## src/rtl/riscv_pkg.sv

```systemverilog
// Shared fetch-stage types and reset/bubble defaults for the RV32I pipeline.
// No logic; constants and types only.
// No flow control; consumers decide how to use the bubble encoding.
package riscv_pkg;

    localparam logic [31:0] RESET_PC_DEFAULT  = 32'h0000_0000;
    localparam logic [31:0] NOP_INSTR_DEFAULT = 32'h0000_0013;   // addi x0,x0,0

    // IF/ID pipeline register contents
    typedef struct packed {
        logic [31:0] instr;
        logic [31:0] pc;
        logic [31:0] pcplus4;
        logic        valid;
    } fetch_d_t;

endpackage

```

## src/rtl/fetch_stage_flopenrc.sv

```systemverilog
// Parametric-width register with enable and synchronous clear to a fixed value.
// One cycle: d is visible on q after the next rising edge when enabled.
// Holds q when en is low; reset and clr both override en.
module flopenrc #(
    parameter int               WIDTH   = 32,
    parameter logic [WIDTH-1:0] CLR_VAL = '0
) (
    input  logic             clk,
    input  logic             reset,
    input  logic             en,
    input  logic             clr,
    input  logic [WIDTH-1:0] d,
    output logic [WIDTH-1:0] q
);

    // Clear has priority over enable so a squash is never lost to a hold
    always_ff @(posedge clk) begin
        if (reset || clr) begin
            q <= CLR_VAL;
        end else if (en) begin
            q <= d;
        end
    end

endmodule

```

## src/rtl/fetch_stage.sv

```systemverilog
// Instruction fetch: owns the PC, addresses imem, registers the word into IF/ID.
// One cycle from pc_f to instr_d; a redirect reaches instr_d two cycles later.
// Stalls hold PC and/or IF/ID; imem not ready holds the PC and inserts bubbles.
module fetch_stage
    import riscv_pkg::*;
#(
    parameter logic [31:0] RESET_PC  = RESET_PC_DEFAULT,
    parameter logic [31:0] NOP_INSTR = NOP_INSTR_DEFAULT
) (
    input  logic        clk,
    input  logic        reset,
    input  logic        stall_f,
    input  logic        stall_d,
    input  logic        flush_d,
    input  logic        pcsrc_e,
    input  logic [31:0] pctarget_e,
    output logic [31:0] imem_addr,
    input  logic [31:0] imem_rdata,
    input  logic        imem_ready,
    output logic [31:0] pc_f,
    output logic [31:0] instr_d,
    output logic [31:0] pc_d,
    output logic [31:0] pcplus4_d,
    output logic        valid_d
);

    // Reset PC is forced word-aligned so imem_addr can never be misaligned
    localparam logic [31:0] RESET_PC_ALIGNED = {RESET_PC[31:2], 2'b00};

    localparam fetch_d_t BUBBLE = '{
        instr:   NOP_INSTR,
        pc:      32'h0,
        pcplus4: 32'h0,
        valid:   1'b0
    };

    logic [31:0] pcplus4_f;
    logic [31:0] pc_next;
    logic        pc_en;
    fetch_d_t    fetch_next;
    fetch_d_t    fetch_q;

    // Wraps modulo 2^32 by construction
    assign pcplus4_f = pc_f + 32'd4;

    // Next-PC select: a redirect beats both stall_f and a memory wait
    always_comb begin
        pc_next = pcplus4_f;
        pc_en   = 1'b0;
        if (pcsrc_e) begin
            pc_next = {pctarget_e[31:2], 2'b00};
            pc_en   = 1'b1;
        end else if (!stall_f && imem_ready) begin
            pc_en   = 1'b1;
        end
    end

    flopenrc #(
        .WIDTH   (32),
        .CLR_VAL (RESET_PC_ALIGNED)
    ) u_pc_reg (
        .clk   (clk),
        .reset (reset),
        .en    (pc_en),
        .clr   (1'b0),
        .d     (pc_next),
        .q     (pc_f)
    );

    // IF/ID input: the fetched word when memory answered, otherwise a bubble
    always_comb begin
        fetch_next = BUBBLE;
        if (imem_ready) begin
            fetch_next.instr   = imem_rdata;
            fetch_next.pc      = pc_f;
            fetch_next.pcplus4 = pcplus4_f;
            fetch_next.valid   = 1'b1;
        end
    end

    // flush_d rides on the clear input so it wins over stall_d
    flopenrc #(
        .WIDTH   ($bits(fetch_d_t)),
        .CLR_VAL (BUBBLE)
    ) u_ifid_reg (
        .clk   (clk),
        .reset (reset),
        .en    (!stall_d),
        .clr   (flush_d),
        .d     (fetch_next),
        .q     (fetch_q)
    );

    assign imem_addr = pc_f;
    assign instr_d   = fetch_q.instr;
    assign pc_d      = fetch_q.pc;
    assign pcplus4_d = fetch_q.pcplus4;
    assign valid_d   = fetch_q.valid;

endmodule

```

## config.mk

```make
export PLATFORM = sky130hd
export DESIGN_NAME = fetch_stage
export DESIGN_NICKNAME = d
export VERILOG_FILES = /design/src/rtl/riscv_pkg.sv /design/src/rtl/fetch_stage_flopenrc.sv /design/src/rtl/fetch_stage.sv
export SDC_FILE = /design/constraint.sdc
export NUM_CORES = 1
export LEC_CHECK = 0
export ABC_AREA = 0
export ABC_CLOCK_PERIOD_IN_PS = 2800
export CELL_PAD_IN_SITES_DETAIL_PLACEMENT = 1
export CELL_PAD_IN_SITES_GLOBAL_PLACEMENT = 2
export CORE_ASPECT_RATIO = 0.5
export CORE_MARGIN = 1
export CORE_UTILIZATION = 24
export DETAILED_ROUTE_END_ITERATION = 10
export GPL_ROUTABILITY_DRIVEN = 0
export HOLD_SLACK_MARGIN = 0.08
export PLACE_DENSITY = 0.89
export SLEW_MARGIN = 40
export SYNTH_ARGS = -nofsm -noshare
export SYNTH_HDL_FRONTEND = slang
export SYNTH_SLANG_ARGS = --single-unit
```

## constraint.sdc

```tcl
create_clock -name clk -period 2.8 [get_ports clk]
set_input_delay 0.28 -clock clk [delete_from_list [all_inputs] [get_ports clk]]
set_output_delay 0.28 -clock clk [all_outputs]
set_load 0.1 [all_outputs]
```

==> flow_summary_export.csv, run 1 <==
group,metric,value,unit
outcome,status,"finished, final reports clean",
sta,finalMaxSlewViolations,0,
synthesis,ys_seq_area_frac,0.438,
worst_setup_path,cp.depth,6,
sta,tns,0,ns
synthesis,ys_seq_elements,123,
sta,min_period_over_period,0.820,
synthesis,synth_top_area_cell,"dfxtp_1",
layout,layout-drive-gt1-share,0.270,
pwr,p_total,0.00516,W
layout,syn2layout_area_growth,44.3,%
drt,wirelength,20800,microns
worst_setup_path,worst_path_max_delay_cell,"or4_4",
layout,filler_cell_count,2684,
worst_setup_path,critPathMaxStageDelay,0.66,ns
global_routing,grt_pass1_wl,31100,microns
pwr,power_density,636,nW/um^2
synthesis,yosysWarnings,0,
synthesis,synth_area,5620,sq um
layout,diodes,0,
clocking,cts_sinks,123,
layout,layout_common_cells,"buf_4, dfxtp_1, nor2_1, clkdlybuf4s50_1, nand2_1",
clocking,root_buffer,"clkbuf_16",
layout,post-route-util,0.354,
worst_setup_path,worstSetupPathType,"reg -> reg",
clocking,clk_latency,0.42,ns
layout,layout_commonest_cell,"buf_4",
synthesis,synth_top_area_share,0.438,
synthesis,synth_edf_count,0,
synthesis,synth_ff_type,"dfxtp_1",
clocking,path_clk_slew,0.06,ns
pwr,intPower,0.00343,W
pwr,seqPwrFrac,0.362,
drt,num_vias,5387,
hold_path,hold_depth,4,
clocking,cts_tree,"built",
sta,setup_violations,0,
worst_setup_path,crit_path_cell_trace,"ha_1 > nand3_4 > or4_4 > nor4_2 > xnor2_1 > a211oi_2",
pwr,combPwrFrac,0.215,
clocking,post_cts_buffers,0,
clocking,numCtsBuffers,17,
drt,wl_per_cell,17.8,microns
synthesis,ys_async_sr_fraction,0,
floorplanning,rows,39,
floorplanning,dieArea,24100,sq um
place,port-buffer-count,221,
pwr,peakVddDrop,0.430,mV
pwr,switching_share,0.336,
drt,drt_iter0_drc,229,
drt,drcViolationCount,0,
global_routing,antenna_found_initial,0,
global_routing,grt_usage,0.170,
floorplanning,fp.dieW,218,microns
pwr,power.leakage,3.37,nW
worst_setup_path,r2r_cells,6,
pwr,clkPwrFrac,0.422,
run,maxCapViolCount,0,
clocking,clk_path_buf_depth,2,
worst_setup_path,crit_fanout,10,
worst_setup_path,cp_data_arrival_time,2.64,ns
drt,viasPerCell,4.60,
hold_path,hp-class,"in -> reg",
sta,hold_violations,0,
global_routing,grt_start_max_net_pins,54,
worst_setup_path,crit_buf_inv,0,
drt,postRouteAntennaNets,0,
worst_setup_path,required,3.14,ns
sta,final.min_clock_period,2.30,ns
worst_setup_path,critPathTopFamily,"simple AND/OR/NAND/NOR gates",
sta,worst_pin_slew,0.714,ns
place,dp_hpwl,15200,microns
layout,nets,922,
clocking,hold_buffers,0,
sta,relSlewSlack,0.520,
floorplanning,ioPinCount,232,
global_routing,grt_pass1_vias,5400,
floorplanning,die_y,110,microns
drt,first_pass_iters,4,
synthesis,ys_types,43,
synthesis,avgSynthCellArea,8.50,sq um
sta,skew,0.00779,ns
floorplanning,coreArea,22900,sq um
sta,fmax,435,MHz
worst_setup_path,setup.worst_path.start_class,"register",
clocking,cts.htree.levels,4,
clocking,cts_resized,0,
synthesis,netlist_top_cells_area,"dfxtp_1, nor2_1, buf_4, a22oi_1, xor2_1",
floorplanning,initial_core_util,0.246,
pwr,p_sw,0.00173,W
worst_setup_path,critPathCaptureType,"register",
global_routing,globalRoute.totalOverflow,0,
sta,rsz0062_at_grt,"no",
synthesis,synthesis.instances,661,
[power groups by stage]
stage	Sequential, W	Combinational (W)	Clock, W
after floorplan	0.00223	0.000516	0
after global placement	0.00190	0.00110	0
after detailed placement	0.00191	0.00111	0
after CTS	0.00187	0.00112	0.00223
after global routing	0.00187	0.00116	0.00229
final	0.00187	0.00111	0.00218
[cells by family (layout without fill, tap and decap cells)]
kind of cell / Yosys count / after routing / synth area share
other: 1 / 8 / 0.000667
muxes: 5 / 5 / 0.00890
buffers and inverters: 96 / 291 / 0.106
xor gates and xnor gates: 56 / 56 / 0.0872
and+or+nand+nor: 258 / 258 / 0.223
AOI/OAI and AO/OA: 121 / 121 / 0.134
adders and majority gates: 1 / 1 / 0.00223
DFF: 123 / 123 / 0.438
[cells in the mapped netlist, types with 2 or more instances]
cell	n
and4_1	4
buf_4	42
or4_1	2
a22oi_1	37
clkbuf_1	39
xor2_1	29
nand2_1	50
dfxtp_1	123
buf_1	2
nand4_1	18
and3_2	2
inv_1	5
nand3_1	15
or2_2	3
and3_1	33
nor2b_1	2
mux2i_1	5
a21oi_1	38
buf_6	2
o22ai_1	5
clkbuf_8	4
nor4_1	6
o21ai_0	24
nor2_1	104
nor3_1	10
xnor2_1	27
a211oi_1	14
[state kept, by name, indices dropped and copies added (netlist names)]
signal / flops
u_pc_reg.q: 30
u_ifid_reg.q: 93
[stage by stage]
stage / hold WS (ns) / setup slack [ns] / instance area (sq um) / instances
floorplan: 0.401 / 0.0186 / 5650 / 668
global route: 0.425 / 0.375 / 8110 / 1170
detailed placement: 0.450 / 0.510 / 7530 / 1138
CTS: 0.403 / 0.489 / 8110 / 1170
global placement: 0.441 / 0.493 / 7530 / 1138
finish: 0.411 / 0.503 / 8110 / 1170
[per-layer routing]
metal,up-vias,GRT usage,part of all wire
met1,2648,0.209,0.44
met3,23,0.0376,0.037
met5,-,0,0
met2,107,0.298,0.50
li1,2609,-,-
met4,0,0.0554,0.017
[area by class of cell]
type	instances	area, sq um	share of cell area
sequential	123	2460	0.304
timing repair buffer	254	2070	0.255
multi-input combinational	449	2590	0.320
inverter	5	18.8	0.00231
clock inverter	12	123	0.0151
tap	307	384	0.0473
clock buffer	20	457	0.0563
[worst register-to-register path, cell delays in order (launching register included)]
cell	delay, ns
dfxtp_2	0.46
ha_1	0.30
nand3_4	0.14
or4_4	0.66
nor4_2	0.33
xnor2_1	0.11
a211oi_2	0.21
[worst paths after layout]
check                                      start                to  slack, ns
worst max-delay path               u_pc_reg.q[2]    u_pc_reg.q[26]       0.50
worst min-delay path                     stall_d  u_ifid_reg.q[58]       0.41
worst max register to register     u_pc_reg.q[2]    u_pc_reg.q[26]       0.50
worst min register to register  u_ifid_reg.q[28]  u_ifid_reg.q[28]       0.46
No activity file was read; power rests on OpenSTA's default activity.
==> inputs of run 2 (changes only) <==
Settings changed: ABC_CLOCK_PERIOD_IN_PS 2800 to 1900, CORE_UTILIZATION 24 to 22, PLACE_DENSITY 0.89 to 0.87.
Clock period 2.8 ns to 1.9 ns, I/O delays scaled along.
==> flow_summary_export.csv, run 2 (synthesized netlist as in run 1, its figures left out) <==
group,metric,value,unit
outcome,status,"finished, final reports clean",
sta,final.min_clock_period,1.89,ns
clocking,root_buffer,"clkbuf_16",
floorplanning,initial_core_util,0.229,
drt,viasPerCell,4.51,
layout,reg_top3,"u_ifid_reg.q x93, u_pc_reg.q x30",
global_routing,grt_pass1_vias,5713,
layout,layout_commonest_cell,"buf_4",
sta,skew,0.00869,ns
layout,largest_register_ffs,93,
pwr,power.leakage,3.49,nW
place,port-buffer-count,221,
worst_setup_path,r2r_start,"u_pc_reg.q[3]",
clocking,path_clk_slew,0.06,ns
drt,num_vias,5479,
floorplanning,dieArea,26200,sq um
hold_path,hp-class,"in -> reg",
worst_setup_path,reg2reg_slack,0.01,ns
floorplanning,fp.dieW,228,microns
clocking,numCtsBuffers,17,
layout,largest-register,"u_ifid_reg.q",
worst_setup_path,critPathCaptureType,"register",
sta,tns,0,ns
worst_setup_path,setup.worst_path.start_class,"register",
drt,maxUsedRoutingLayer,"met4",
sta,min_period_over_period,0.993,
worst_setup_path,r2r_end,"u_pc_reg.q[26]",
worst_setup_path,critPathMaxStageDelay,0.55,ns
drt,wl_met2,11100,microns
sta,setup_violations,0,
worst_setup_path,crit_fanout,9,
sta,rsz0062_at_grt,"yes",
clocking,cts_sinks,123,
place,placed_cells_incl_taps,1178,
sta,relSlewSlack,0.491,
drt,wl_met3,578,microns
sta,finalMaxSlewViolations,0,
global_routing,grt_usage,0.164,
drt,wl_per_cell,17.7,microns
drt,drcViolationCount,0,
sta,worst_slack,0.0135,ns
sta,whs,0.245,ns
layout,syn2layout_area_growth,51.1,%
drt,wirelength,21500,microns
worst_setup_path,startpoint,"u_pc_reg.q[3]",
worst_setup_path,worst_path_max_delay_cell,"or4_4",
drt,drt_iter0_drc,220,
worst_setup_path,r2r_cells,6,
layout,layout-drive-gt1-share,0.321,
layout,instances_no_fill,1216,
clocking,cts_tree,"built",
place,pre_cts_ws,-0.333,ns
worst_setup_path,cp_data_arrival_time,2.17,ns
sta,hold_violations,0,
layout,post-route-util,0.346,
drt,wl_met1,9450,microns
place,dp_hpwl,15800,microns
run,maxCapViolCount,0,
clocking,clk_latency,0.42,ns
floorplanning,coreArea,24500,sq um
floorplanning,ioPinCount,232,
sta,worst_pin_slew,0.763,ns
floorplanning,die_y,115,microns
pwr,peakVddDrop,0.537,mV
worst_setup_path,crit_path_cell_trace,"ha_4 > nand3_4 > or4_4 > nor4_4 > xnor2_1 > a211oi_2",
worst_setup_path,required,2.19,ns
global_routing,grt_pass1_wl,33200,microns
global_routing,grt_start_max_net_pins,69,
global_routing,antenna_found_initial,1,
drt,postRouteAntennaNets,0,
worst_setup_path,worstSetupPathType,"reg -> reg",
clocking,hold_buffers,0,
clocking,cts.htree.levels,4,
floorplanning,rows,40,
global_routing,globalRoute.totalOverflow,0,
worst_setup_path,critical_path.endpoint,"u_pc_reg.q[26]",
sta,fmax,530,MHz
pwr,power_density,880,nW/um^2
layout,layout_common_cells,"buf_4, nor2_1, dfxtp_1, clkdlybuf4s50_1, nand2_1",
layout,nets,937,
clocking,clk_path_buf_depth,2,
drt,first_pass_iters,4,
==> run 2: changes by cell type in the layout (fill, tap and decap cells not counted), moves of 3 or more <==
cell | previous run | this run
dfxtp_1 | 121 | 96
dfxtp_4 | 0 | 20
buf_4 | 186 | 194
buf_12 | 0 | 7
nor3_1 | 10 | 4
nor3_2 | 0 | 6
dfxtp_2 | 2 | 7
clkbuf_1 | 1 | 4
==> run 2: layout make-up <==
class                   count  area, sq um
diodes                      2         5.00
clock buffers              26          520
clock inverters             6         33.8
fillers                  2878        16000
inverters                   5         18.8
multi-input cells         449         2680
flip-flops and latches    123         2550
well taps                 336          420
repair buffers            269         2270
==> run 2: repair_timing <==
item / CTS / global route
setup buffers: 0 / 4
gates resized for setup: 0 / 5
setup endpoints to repair: 0 / 16
==> run 2: power by group <==
part | switching [W] | internal (W)
sequential | 0.000117 | 0.00265
combinational | 0.00122 | 0.000438
clock | 0.00117 | 0.00188
==> run 2: how the worst min path moves through the flow <==
stage	from	slack (ns)	cells past startpoint	end
floorplan	reset	0.31	2	u_ifid_reg.q[65]
global placement	u_ifid_reg.q[24]	0.44	2	u_ifid_reg.q[24]
detailed placement	u_ifid_reg.q[29]	0.45	2	u_ifid_reg.q[29]
CTS	stall_d	0.22	3	u_ifid_reg.q[60]
global route	stall_d	0.23	3	u_ifid_reg.q[57]
finish	stall_d	0.24	3	u_ifid_reg.q[57]
==> run 2: worst max-delay path, delay by kind of cell (launching register included) <==
family          cells  cell delay [ns]
compound gates      1             0.08
xor+xnor            1             0.17
fa+ha+maj           1             0.17
flops               1             0.39
simple gates        3             0.94
==> run 2: routing by layer <==
layer / GRT usage / vias to the layer above
met1: 0.195 / 2716
met5: 0 / -
met4: 0.0617 / 0
met2: 0.292 / 96
li1: - / 2646
met3: 0.0345 / 21
==> run 2: through the flow <==
stage | area [sq um] | power (W)
finish | 8490 | 0.00747
floorplan | 5800 | 0.00405
detailed placement | 7880 | 0.00448
CTS | 8430 | 0.00758
global route | 8490 | 0.00777
global placement | 7880 | 0.00446
